===== src/rtl/spi_xfer_ctrl.sv =====
// spi_xfer_ctrl: SPI master transfer sequencer; frames one word per start/ready handshake and drives spi_clk_gen.
// Build option: define SPI_XFER_LSB_FIRST_EN to add the i_lsb_first input (LSB-first shifting).
module spi_xfer_ctrl #(
    parameter int  C_DIVIDER_WIDTH = 8,
    parameter int  C_DATA_WIDTH    = 8,
    parameter int  C_NUM_CS        = 4,
    localparam int C_CS_W          = (C_NUM_CS > 1) ? $clog2(C_NUM_CS) : 1
) (
    input  logic                       sysclk,
    input  logic                       rst_n,
    input  logic                       i_enable,
    input  logic                       i_start,
    output logic                       o_ready,
    input  logic [C_DATA_WIDTH-1:0]    i_tx_data,
    input  logic [C_CS_W-1:0]          i_cs_sel,
    input  logic                       i_cpol,
    input  logic                       i_cpha,
`ifdef SPI_XFER_LSB_FIRST_EN
    input  logic                       i_lsb_first,
`endif
    input  logic [C_DIVIDER_WIDTH-1:0] i_divider,
    output logic [C_DATA_WIDTH-1:0]    o_rx_data,
    output logic                       o_done,
    output logic                       o_busy,
    output logic [C_NUM_CS-1:0]        o_spi_cs_n,
    output logic                       o_mosi,
    input  logic                       i_miso,
    output logic                       o_cg_go,
    output logic                       o_cg_last_clk,
    output logic                       o_cg_cpol,
    output logic [C_DIVIDER_WIDTH-1:0] o_cg_divider,
    input  logic                       i_cg_pos_edge,
    input  logic                       i_cg_neg_edge,
    output logic [2:0]                 o_dbg_state
);

    localparam int C_EDGE_W = $clog2(2 * C_DATA_WIDTH + 1);
    localparam logic [C_EDGE_W-1:0] C_LAST_EDGE = C_EDGE_W'(2 * C_DATA_WIDTH - 1);

    typedef enum logic [2:0] {
        S_IDLE  = 3'd0,
        S_SETUP = 3'd1,
        S_XFER  = 3'd2,
        S_HOLD  = 3'd3,
        S_GAP   = 3'd4
    } state_t;

    state_t                      r_state;
    state_t                      w_next;
    logic [C_DIVIDER_WIDTH-1:0]  r_cnt;
    logic [C_DIVIDER_WIDTH-1:0]  r_div_q;
    logic [C_CS_W-1:0]           r_cs_q;
    logic                        r_cpol_q;
    logic                        r_cpha_q;
    logic                        r_lsb_q;
    logic [C_DATA_WIDTH-1:0]     r_sh;
    logic [C_DATA_WIDTH-1:0]     r_rx;
    logic [C_DATA_WIDTH-1:0]     r_rx_data;
    logic [C_EDGE_W-1:0]         r_edge_cnt;
    logic                        r_mosi;
    logic                        r_done;

    logic                        w_lsb_in;
    logic                        w_accept;
    logic                        w_cnt_end;
    logic                        w_lead;
    logic                        w_trail;
    logic                        w_is_lead;
    logic                        w_edge;
    logic                        w_sample;
    logic                        w_shift;
    logic                        w_cs_active;
    logic [C_NUM_CS-1:0]         w_cs_n;
    logic                        w_tx_first;
    logic [C_DATA_WIDTH-1:0]     w_tx_rest;
    logic                        w_sh_bit;
    logic [C_DATA_WIDTH-1:0]     w_sh_next;
    logic [C_DATA_WIDTH-1:0]     w_rx_next;

`ifdef SPI_XFER_LSB_FIRST_EN
    assign w_lsb_in = i_lsb_first;
`else
    assign w_lsb_in = 1'b0;
`endif

    assign o_ready   = (r_state == S_IDLE) && i_enable;
    assign w_accept  = i_start && o_ready;
    assign w_cnt_end = (r_cnt == r_div_q);

    // Only the edge expected next is counted, so coincident flags at divider 0 cannot double-count.
    assign w_lead    = r_cpol_q ? i_cg_neg_edge : i_cg_pos_edge;
    assign w_trail   = r_cpol_q ? i_cg_pos_edge : i_cg_neg_edge;
    assign w_is_lead = ~r_edge_cnt[0];
    assign w_edge    = (r_state == S_XFER) && (w_is_lead ? w_lead : w_trail);
    assign w_sample  = w_edge && (w_is_lead != r_cpha_q);
    assign w_shift   = w_edge && (w_is_lead == r_cpha_q) && (r_edge_cnt != C_LAST_EDGE);

    assign w_tx_first = w_lsb_in ? i_tx_data[0] : i_tx_data[C_DATA_WIDTH-1];
    assign w_tx_rest  = w_lsb_in ? (i_tx_data >> 1) : (i_tx_data << 1);
    assign w_sh_bit   = r_lsb_q ? r_sh[0] : r_sh[C_DATA_WIDTH-1];
    assign w_sh_next  = r_lsb_q ? (r_sh >> 1) : (r_sh << 1);
    assign w_rx_next  = r_lsb_q ? {i_miso, r_rx[C_DATA_WIDTH-1:1]}
                                : {r_rx[C_DATA_WIDTH-2:0], i_miso};

    always_comb begin
        w_next = r_state;
        case (r_state)
            S_IDLE:  if (w_accept) w_next = S_SETUP;
            S_SETUP: if (w_cnt_end) w_next = S_XFER;
            S_XFER:  if (w_edge && (r_edge_cnt == C_LAST_EDGE)) w_next = S_HOLD;
            S_HOLD:  if (w_cnt_end) w_next = S_GAP;
            S_GAP:   if (w_cnt_end) w_next = S_IDLE;
            default: w_next = S_IDLE;
        endcase
        if (!i_enable) w_next = S_IDLE;
    end

    assign w_cs_active = (r_state == S_SETUP) || (r_state == S_XFER) || (r_state == S_HOLD);

    always_comb begin
        w_cs_n = '1;
        for (int i = 0; i < C_NUM_CS; i++) begin
            if (w_cs_active && (r_cs_q == C_CS_W'(i))) w_cs_n[i] = 1'b0;
        end
    end

    always_ff @(posedge sysclk or negedge rst_n) begin
        if (!rst_n) begin
            r_state    <= S_IDLE;
            r_cnt      <= '0;
            r_div_q    <= '0;
            r_cs_q     <= '0;
            r_cpol_q   <= 1'b0;
            r_cpha_q   <= 1'b0;
            r_lsb_q    <= 1'b0;
            r_sh       <= '0;
            r_rx       <= '0;
            r_rx_data  <= '0;
            r_edge_cnt <= '0;
            r_mosi     <= 1'b0;
            r_done     <= 1'b0;
        end else begin
            r_state <= w_next;
            r_done  <= 1'b0;
            if (w_next != r_state) begin
                r_cnt <= '0;
            end else if ((r_state != S_IDLE) && (r_state != S_XFER)) begin
                r_cnt <= r_cnt + 1'b1;
            end
            if (w_accept) begin
                r_div_q    <= i_divider;
                r_cs_q     <= i_cs_sel;
                r_cpol_q   <= i_cpol;
                r_cpha_q   <= i_cpha;
                r_lsb_q    <= w_lsb_in;
                r_edge_cnt <= '0;
                r_rx       <= '0;
                // CPHA=0 presents the first bit during SETUP; CPHA=1 waits for the first leading edge.
                r_mosi     <= i_cpha ? 1'b0 : w_tx_first;
                r_sh       <= i_cpha ? i_tx_data : w_tx_rest;
            end
            if (w_edge) r_edge_cnt <= r_edge_cnt + 1'b1;
            if (w_sample) r_rx <= w_rx_next;
            if (w_shift) begin
                r_mosi <= w_sh_bit;
                r_sh   <= w_sh_next;
            end
            if ((r_state == S_HOLD) && (w_next == S_GAP)) begin
                r_rx_data <= r_rx;
                r_done    <= 1'b1;
            end
        end
    end

    assign o_busy        = (r_state != S_IDLE);
    assign o_done        = r_done;
    assign o_rx_data     = r_rx_data;
    assign o_spi_cs_n    = w_cs_n;
    assign o_mosi        = r_mosi;
    assign o_cg_go       = (r_state == S_XFER);
    assign o_cg_last_clk = (r_state == S_XFER) && (r_edge_cnt >= C_LAST_EDGE);
    assign o_cg_cpol     = r_cpol_q;
    assign o_cg_divider  = r_div_q;
    assign o_dbg_state   = r_state;

endmodule


===== config.mk =====
export PLATFORM = sky130hd
export DESIGN_NAME = spi_xfer_ctrl
export DESIGN_NICKNAME = d
export VERILOG_FILES = /design/src/rtl/spi_xfer_ctrl.sv
export SDC_FILE = /design/constraint.sdc
export NUM_CORES = 1
export LEC_CHECK = 0
export BUFFER_PORTS_ARGS = -buffer_cell sky130_fd_sc_hd__buf_2
export CAP_MARGIN = 25
export CORE_ASPECT_RATIO = 1.4
export CORE_MARGIN = 3
export CORE_UTILIZATION = 30
export DETAILED_ROUTE_END_ITERATION = 16
export PLACE_DENSITY_LB_ADDON = 0.08
export SLEW_MARGIN = 20
export SYNTH_ARGS = -nofsm -noshare
export SYNTH_HDL_FRONTEND = slang
export SYNTH_SLANG_ARGS = --single-unit

===== constraint.sdc =====
create_clock -name sysclk -period 2.2 [get_ports sysclk]
set_input_delay 0.11 -clock sysclk [delete_from_list [all_inputs] [get_ports sysclk]]
set_output_delay 0.11 -clock sysclk [all_outputs]
set_load 0.01 [all_outputs]

# After elaboration in Yosys (flattened, before gate mapping)
# Index checks and enable logic that the tools add are counted.
[classes]
add_sub_neg = 2
n_lt_le_gt_ge = 1
eq_ne = 15
muxes = 27
bitwise_logic = 1
reduce_logical = 23
[ops]
columns = ["op", "n"]
rows = [
  ["$mux W8", 7],
  ["$mux W3", 6],
  ["$pmux W3 S5", 1],
  ["$logic_and A1 B1 Y1", 14],
  ["$mux W1", 11],
  ["$mux W5", 2],
  ["$add A8 B1 Y8 const B", 1],
  ["$eq A8 B8 Y1", 1],
  ["$reduce_bool A2 Y1", 4],
  ["$eq A3 B2 Y1 const B", 2],
  ["$eq A3 B3 Y1 const B", 2],
  ["$add A5 B1 Y5 const B", 1],
  ["$eq A5 B4 Y1 const B", 1],
  ["$ge A5 B4 Y1 const B", 1],
  ["$ne A5 B4 Y1 const B", 1],
  ["$eq A2 B2 Y1 const B", 2],
  ["$eq A3 B1 Y1 const B", 1],
  ["$logic_not A3 Y1", 1],
  ["$ne A3 B2 Y1 const B", 1],
  ["$ne A3 B3 Y1", 1],
  ["$reduce_bool A3 Y1", 1],
  ["$eq A2 B1 Y1 const B", 1],
  ["$logic_not A2 Y1", 1],
  ["$logic_or A1 B1 Y1", 2],
  ["3 further kinds", 3],
]
[totals]
reg_bits = 54
input_bits = 27
out_inout_bits = 30
elab_cells = 81

# Longest topological paths before layout
# Gate-level depths: netlist of run 1.
[depth]
depth_word = 10
depth_mapped = 9
ltp_nobuf = 9

# Worst setup path after synthesis of run 1
# No wires, ideal clock.
[synth_path]
kind = "flip-flop to flip-flop"
from = "register r_edge_cnt[1]"
to = "register r_cnt[7]"
setup_time_ns = 0.119
arrival_ns = 1.771
required_time_ns = 2.081
setup_slack_ns = 0.310
stages_incl_launch_ff = 9
path_buffers = 0
period_less_slack_ns = 1.890
path_cell_list = "dfrtp_1 ha_1 and3_1 ha_1 and3_1 o311ai_2 a211oi_1 xnor2_1 nor2_1"
[synth_between]
elab_chain_len = 7
elab_cells_between_ends = 8
classes_between = "eq/ne: 2; mux: 4; reduce/logical: 2"
[synth_lines]
columns = ["element", "line_no", "rtl"]
rows = [
  ["start, declared", "59", "logic [C_EDGE_W-1:0] r_edge_cnt;"],
  ["start signal, assigned", "162", "if (w_edge) r_edge_cnt <= r_edge_cnt + 1'b1;"],
  ["$eq A5 B4 Y1 (*)", "110", "S_XFER: if (w_edge && (r_edge_cnt == C_LAST_EDGE)) w_next = S_HOLD;"],
  ["$logic_and A1 B1 Y1 (*)", "110", ""],
  ["$mux W3 (*)", "110", ""],
  ["$pmux W3 S5 (*)", "107", "case (r_state)"],
  ["$mux W3 (*)", "115", "if (!i_enable) w_next = S_IDLE;"],
  ["$ne A3 B3 Y1 (*)", "145", "if (w_next != r_state) begin"],
  ["$mux W8 or $reduce_bool A2 Y1 (tied branches)", "-", ""],
  ["end signal, assigned", "148", "r_cnt <= r_cnt + 1'b1;"],
  ["end, declared", "50", "logic [C_DIVIDER_WIDTH-1:0] r_cnt;"],
]
# Every way passes the cells marked *; elsewhere a longest branch is shown, timed or not.
# A chain may end at the register's enable or synchronous reset.

# Worst setup path in the final report of run 1
[layout_path]
from = "register r_edge_cnt[0]"
to = "register r_cnt[4]"
[layout_between]
elab_chain_len = 8
elab_cells_between_ends = 10
classes_between = "eq/ne: 2; mux: 5; reduce/logical: 3"
[layout_lines]
columns = ["element", "line_no"]
rows = [
  ["parallel branches: the longest is 2 deep, another holds $eq A5 B4 Y1", "-"],
  ["$logic_and A1 B1 Y1 (*)", "110"],
  ["$mux W3 (*)", "110"],
  ["$pmux W3 S5 (*)", "107"],
  ["$mux W3 (*)", "115"],
  ["$ne A3 B3 Y1 (*)", "145"],
  ["$mux W8 or $reduce_bool A2 Y1 (tied branches)", "-"],
]
# Mark *: on every way between the ends.

==> impl_metrics.py, run 1 <==
metrics = {
    "yosys": {
        "synthesis.nets": 312,
        "synth_common_cells": "70 x nand2_1, 54 x dfrtp_1, 26 x nor2_1",
        "synth_warnings": 0,
        "synth_largest_area_cell": "dfrtp_1",
        "avgSynthCellArea_um2": 9.68,
        "ys_ff_latch": 54,
        "synth-seq-area-share": 0.495,
        "synth_cells": 282,
        "netlist_area_um2": 2730,
        "synth_most_common_cell": "nand2_1",
        "synth_cell_types": 47,
        "synthTopCellsByArea": "dfrtp_1 50%, nand2_1 9.6%, xnor2_1 4.5%",
        "synth_top_area_share": 0.495,
        "async_reset_ff_frac": 1.00,
        "synth-edff-count": 0,
        "synthFlopType": "dfrtp_1",
    },
    "grt": {
        "grt_max_degree": 28,
        "track_usage": 0.136,
        "grt_overflow": 0,
        "grt_pass1_vias": 2196,
        "grt_pass1_wl_mm": 11.1,
        "antenna_found_initial": 1,
    },
    "sta": {
        "rsz0062_at_grt": "no",
        "hold_viol": 0,
        "slew_headroom": 0.683,
        "fmax_ghz": 0.492,
        "clock_skew_ns": 0.00712,
        "final.setup.worst_slack_ns": 0.168,
        "tns_ns": 0,
        "setup_viol": 0,
        "slew_viol_final": 0,
        "finalCritPeriodShare": 0.924,
        "fin_hold_ws_ns": 0.000867,
        "tightest_slew_ns": 0.476,
        "period_needed_ns": 2.03,
    },
    "cts": {
        "clock_latency_ns": 0.29,
        "cts_tree": "yes",
        "cts_buffers": 5,
        "h-tree-depth": 2,
        "clockRootBuffer": "clkbuf_16",
        "cts_sinks": 54,
        "cts.path.max_buffers": 2,
        "clk_pin_slew_ns": 0.07,
    },
    "place": {
        "dp.cells": 449,
        "portBuffers": 56,
        "hpwl_mm": 5.10,
        "postPlaceCellArea_um2": 3240,
        "pre_cts_slack_ns": -0.0980,
        "place.gp.congestion": 0.864,
    },
    "setup_path": {
        "critPathMaxStageDelay_ns": 0.38,
        "cp-start-kind": "flip-flop",
        "path_class": "reg -> reg",
        "crit_arrival_ns": 2.22,
        "worstSetupStartpoint": "r_edge_cnt[0]$_DFFE_PN0P_",
        "regToRegEndpoint": "r_cnt[4]$_DFFE_PN0P_",
        "path_cells": "ha_1 -> and3_1 -> ha_2 -> buf_4 -> and3_1 -> o311ai_4 -> a21oi_1 -> xnor2_1 -> nor2_1",
        "crit_top_cell": "and3_1",
        "slowest_stage": "dfrtp_1",
        "endpoint_kind": "flip-flop",
        "reg2reg_from": "r_edge_cnt[0]$_DFFE_PN0P_",
        "worstPathRequired_ns": 2.39,
        "r2r_cells": 9,
        "r2r_slack_ns": 0.17,
        "crit_path_max_fanout": 4,
    },
    "die": {
        "initial_core_util": 0.313,
        "core-area_um2": 8710,
        "fp.dieH_um": 119,
        "dieArea_um2": 10300,
        "io_pins": 57,
        "num_rows": 40,
        "chipWidth_um": 86.6,
    },
    "final_layout": {
        "area_growth_syn_to_layout_pct": 27.7,
        "final_nets": 389,
        "drive_above_1_share": 0.314,
        "fill_cells": 901,
        "finalNonFillerCells": 465,
        "n_antenna_cell": 0,
        "final-seq-area_um2": 1350,
        "fin_area_um2": 3490,
        "multi_input_area_um2": 1310,
        "fin_util": 0.400,
    },
    "power": {
        "ir_drop_v": 0.000318,
        "p_leak_nw": 1.70,
        "p_total_mw": 2.36,
        "power_density_nw_per_um2": 676,
    },
    "detailed_routing": {
        "viasPerCell": 4.78,
        "vias": 2222,
        "ant_nets": 0,
        "drt_iter0_drc": 113,
        "dr.pass1.iters": 4,
        "wl_mm": 6.63,
        "avgRoutedWirePerCell_um": 14.3,
        "drc": 0,
    },
    "min_path": {
        "min_from": "i_divider[4]",
        "hold_end": "o_cg_divider[4]$_DFFE_PN0P_",
        "min_path_cells": 3,
        "hp-class": "in -> reg",
    },
    "run": {
        "max_cap_violations": 0,
    },
    "status": {
        "status": "finished clean",
    },
}
-- layer usage --
metal  vias to the layer above  wire (um)  GRT usage
li1                       1120          -          -
met1                      1045       2810      0.169
met2                        47       3360      0.228
met3                         8        348     0.0304
met4                         2        109     0.0487
met5                         -          7          0
-- placed cells by master (no fill, tap or decap), drive strengths merged, types with 3 or more instances in the layout --
cell,count
a211oi,3
a21oi,6
a221o,6
and3,3
buf,79
clkbuf,7
dfrtp,54
dlygate4sd3,3
ha,3
inv,7
mux2,8
mux2i,8
nand2,71
nand3,7
nand4,5
nor2,28
nor2b,3
nor3,4
o21ai,19
o311ai,3
xnor2,15
-- worst max-delay path by stage --
stage / cells after the start / slack (ns) / endpoint
floorplan: 8 / 0.31 / r_cnt[7]$_DFFE_PN0P_
global placement: 6 / -0.05 / r_sh[4]$_DFFE_PN0P_
detailed placement: 6 / -0.1 / r_sh[1]$_DFFE_PN0P_
CTS: 9 / 0.01 / r_cnt[2]$_DFFE_PN0P_
global route: 9 / 0.01 / r_cnt[5]$_DFFE_PN0P_
finish: 9 / 0.17 / r_cnt[4]$_DFFE_PN0P_
-- area by class of cell --
cell class / count / share of cell area
Multi-Input combinational cell: 208 / 0.377
Sequential cell: 54 / 0.388
Tap cell: 105 / 0.0377
Timing Repair Buffer: 82 / 0.146
Clock buffer: 7 / 0.0409
Clock inverter: 1 / 0.00144
Inverter: 8 / 0.00969
-- power breakdown --
group	internal [mW]	switching, mW	leakage, nW	total (mW)
registers	1.07	0.0771	0.721	1.15
clock network	0.453	0.358	0.0739	0.811
logic	0.181	0.214	0.906	0.395
-- sequential cells by signal, summed over array words and instances, names as in the netlist --
name and count:
o_cg_divider 8, r_cs_q 2, r_sh 8, o_mosi 1, o_done 1, r_cnt 8, r_cpha_q 1, o_cg_cpol 1
r_edge_cnt 5, o_dbg_state 3, o_rx_data 8, r_rx 8
-- cells by family after synthesis --
logic type,synth area share
flip-flops,0.495
buffers and inverters,0.0335
XOR/XNOR,0.0573
AO/OA/AOI/OAI,0.121
adder cells (fa/ha/maj),0.0138
AND/OR/NAND/NOR,0.212
multiplexers,0.0669
-- worst max-delay path: cells and delay by family (launching register included) --
family / cells / cell delay [ns]
simple gates: 3 / 0.43
compound gates: 2 / 0.39
xor+xnor: 1 / 0.16
fa+ha+maj: 2 / 0.41
flops: 1 / 0.38
buf+inv: 1 / 0.15
-- repair_timing --
action	CTS	global route
hold buffers	3	0
buffers inserted	0	5
resized for setup	1	6
pin swaps	0	4
hold endpoints to repair	20	0
setup endpoints to repair	6	13
Note: power is estimated with default switching activity, not from simulation.
==> inputs of run 2 (changes only) <==
--- a/config.mk
+++ b/config.mk
@@ -11,7 +11,7 @@
 export CORE_MARGIN = 3
 export CORE_UTILIZATION = 30
 export DETAILED_ROUTE_END_ITERATION = 16
-export PLACE_DENSITY_LB_ADDON = 0.08
+export PLACE_DENSITY_LB_ADDON = 0.1
 export SLEW_MARGIN = 20
 export SYNTH_ARGS = -nofsm -noshare
 export SYNTH_HDL_FRONTEND = slang
==> run 2 against run 1 <==
  * Clock power increased by 3.2%
  * Register-to-register slack about the same
  * Cell count decreased by 1.5%
  * Worst hold slack better by 0.0055 ns
  * Via count shrank 2.3%
  * Utilization shrank 0.83 points
  * Combinational power down 3%
  * Setup slack improved by 0.0056 ns
  * Die area did not move
  * Largest power group unchanged
  * Total power rose by 0.46%
==> impl_metrics.py, run 2 (synthesized netlist as in run 1, its figures left out) <==
metrics = {
    "detailed_routing": {
        "drt_iter0_drc": 119,
        "avgRoutedWirePerCell_um": 13.9,
        "viasPerCell": 4.74,
        "dr.pass1.iters": 6,
        "ant_nets": 0,
        "vias": 2170,
        "wl_mm": 6.37,
        "drc": 0,
    },
    "sta": {
        "finalCritPeriodShare": 0.921,
        "period_needed_ns": 2.03,
        "hold_viol": 0,
        "setup_viol": 0,
        "tns_ns": 0,
        "clock_skew_ns": 0.00838,
        "fin_hold_ws_ns": 0.00638,
        "rsz0062_at_grt": "no",
        "slew_headroom": 0.522,
        "slew_viol_final": 0,
        "fmax_ghz": 0.494,
        "tightest_slew_ns": 0.718,
    },
    "setup_path": {
        "cp-start-kind": "flip-flop",
        "crit_arrival_ns": 2.21,
        "regToRegEndpoint": "r_cnt[6]$_DFFE_PN0P_",
        "worstPathRequired_ns": 2.38,
        "crit_path_max_fanout": 5,
        "reg2reg_from": "r_edge_cnt[1]$_DFFE_PN0P_",
        "path_class": "reg -> reg",
        "r2r_cells": 8,
        "endpoint_kind": "flip-flop",
        "r2r_slack_ns": 0.17,
    },
    "power": {
        "ir_drop_v": 0.000383,
        "clkPwrFrac": 0.353,
        "seqPwrFrac": 0.485,
        "p_switching_mw": 0.679,
        "power_density_nw_per_um2": 694,
        "p_leak_nw": 1.66,
        "sw_frac_of_total": 0.287,
        "comb_power_share": 0.162,
        "intPower_mw": 1.69,
    },
    "grt": {
        "grt_pass1_wl_mm": 10.7,
        "track_usage": 0.130,
        "grt_pass1_vias": 2196,
        "grt_overflow": 0,
        "antenna_found_initial": 0,
        "grt_max_degree": 55,
    },
    "min_path": {
        "hold_end": "o_cg_divider[6]$_DFFE_PN0P_",
        "hp-class": "in -> reg",
        "min_from": "i_divider[6]",
        "min_path_cells": 3,
    },
    "run": {
        "max_cap_violations": 0,
    },
    "die": {
        "num_rows": 40,
        "dieArea_um2": 10300,
        "core-area_um2": 8710,
        "chipWidth_um": 86.6,
        "io_pins": 57,
        "initial_core_util": 0.313,
        "fp.dieH_um": 119,
    },
    "final_layout": {
        "area_growth_syn_to_layout_pct": 25.1,
        "fill_cells": 912,
        "mostFrequentLayoutCells": "70 x nand2_1, 56 x buf_2, 54 x dfrtp_1",
        "final-seq-area_um2": 1350,
        "multi_input_area_um2": 1300,
        "finalNonFillerCells": 458,
        "n_antenna_cell": 0,
        "drive_above_1_share": 0.292,
        "fin_util": 0.392,
        "final_nets": 382,
        "final_common_cell": "nand2_1",
    },
    "place": {
        "portBuffers": 56,
        "dp.cells": 445,
        "place.gp.congestion": 0.753,
        "hpwl_mm": 4.73,
    },
    "cts": {
        "cts_setup_buffers": 0,
        "clockRootBuffer": "clkbuf_16",
        "clk_pin_slew_ns": 0.07,
        "cts_tree": "yes",
        "cts_sinks": 54,
        "cts.path.max_buffers": 2,
        "h-tree-depth": 2,
        "clock_latency_ns": 0.30,
        "cts_buffers": 5,
    },
    "status": {
        "status": "finished clean",
    },
}
## run 2: cell type report
cell class                      count  area share
Clock buffer                        5      0.0367
Multi-Input combinational cell    208       0.381
Sequential cell                    54       0.396
Tap cell                          105      0.0385
Timing Repair Buffer               75       0.131
Clock inverter                      3     0.00843
Inverter                            8     0.00880
## run 2: worst max-delay path by stage
stage,start,endpoint,slack (ns),cells after the start
after global placement,r_edge_cnt[1]$_DFFE_PN0P_,r_cnt[6]$_DFFE_PN0P_,0.14,8
final,r_edge_cnt[1]$_DFFE_PN0P_,r_cnt[6]$_DFFE_PN0P_,0.17,8
after global routing,r_edge_cnt[1]$_DFFE_PN0P_,r_cnt[7]$_DFFE_PN0P_,0.02,9
after floorplan,r_edge_cnt[1]$_DFFE_PN0P_,r_cnt[7]$_DFFE_PN0P_,0.31,8
after CTS,r_edge_cnt[1]$_DFFE_PN0P_,r_cnt[6]$_DFFE_PN0P_,0.07,8
after detailed placement,r_edge_cnt[1]$_DFFE_PN0P_,r_cnt[6]$_DFFE_PN0P_,0.09,8
## run 2: stage by stage
step                      instance area [um^2]  worst slack, ns  total power, mW
after floorplan                           2730            0.310             1.39
after global placement                    3200            0.137             1.55
after detailed placement                  3200           0.0864             1.55
after CTS                                 3400           0.0732             2.41
after global routing                      3410           0.0189             2.51
final                                     3410            0.174             2.37
## run 2: routing by layer
layer,track usage,routed length (um)
met5,0,0
met4,0.0370,67
met3,0.0298,302
met2,0.214,3120
met1,0.171,2880
## run 2: worst max-delay path: stages, from the launching register on
cell and delay [ns]:
dfrtp_1 0.41, ha_1 0.22, and3_1 0.19, ha_2 0.21, and3_1 0.20, o311ai_4 0.34
a211oi_1 0.14, xnor2_1 0.15, nor2_1 0.06
## run 2: power groups by stage
stage               clock (mW)  combinational (mW)  sequential, mW
floorplan                    0               0.220            1.17
global placement             0               0.383            1.17
detailed placement           0               0.386            1.17
CTS                      0.871               0.394            1.15
global route             0.903               0.438            1.16
finish                   0.837               0.384            1.15
## run 2: what timing repair did
| action | 4_1_cts | 5_1_grt |
|---|---|---|
| endpoints found under the hold margin | 58 | 0 |
| hold buffers | 5 | 0 |
| endpoints found under the setup margin | 0 | 6 |
| resized for setup | 0 | 3 |
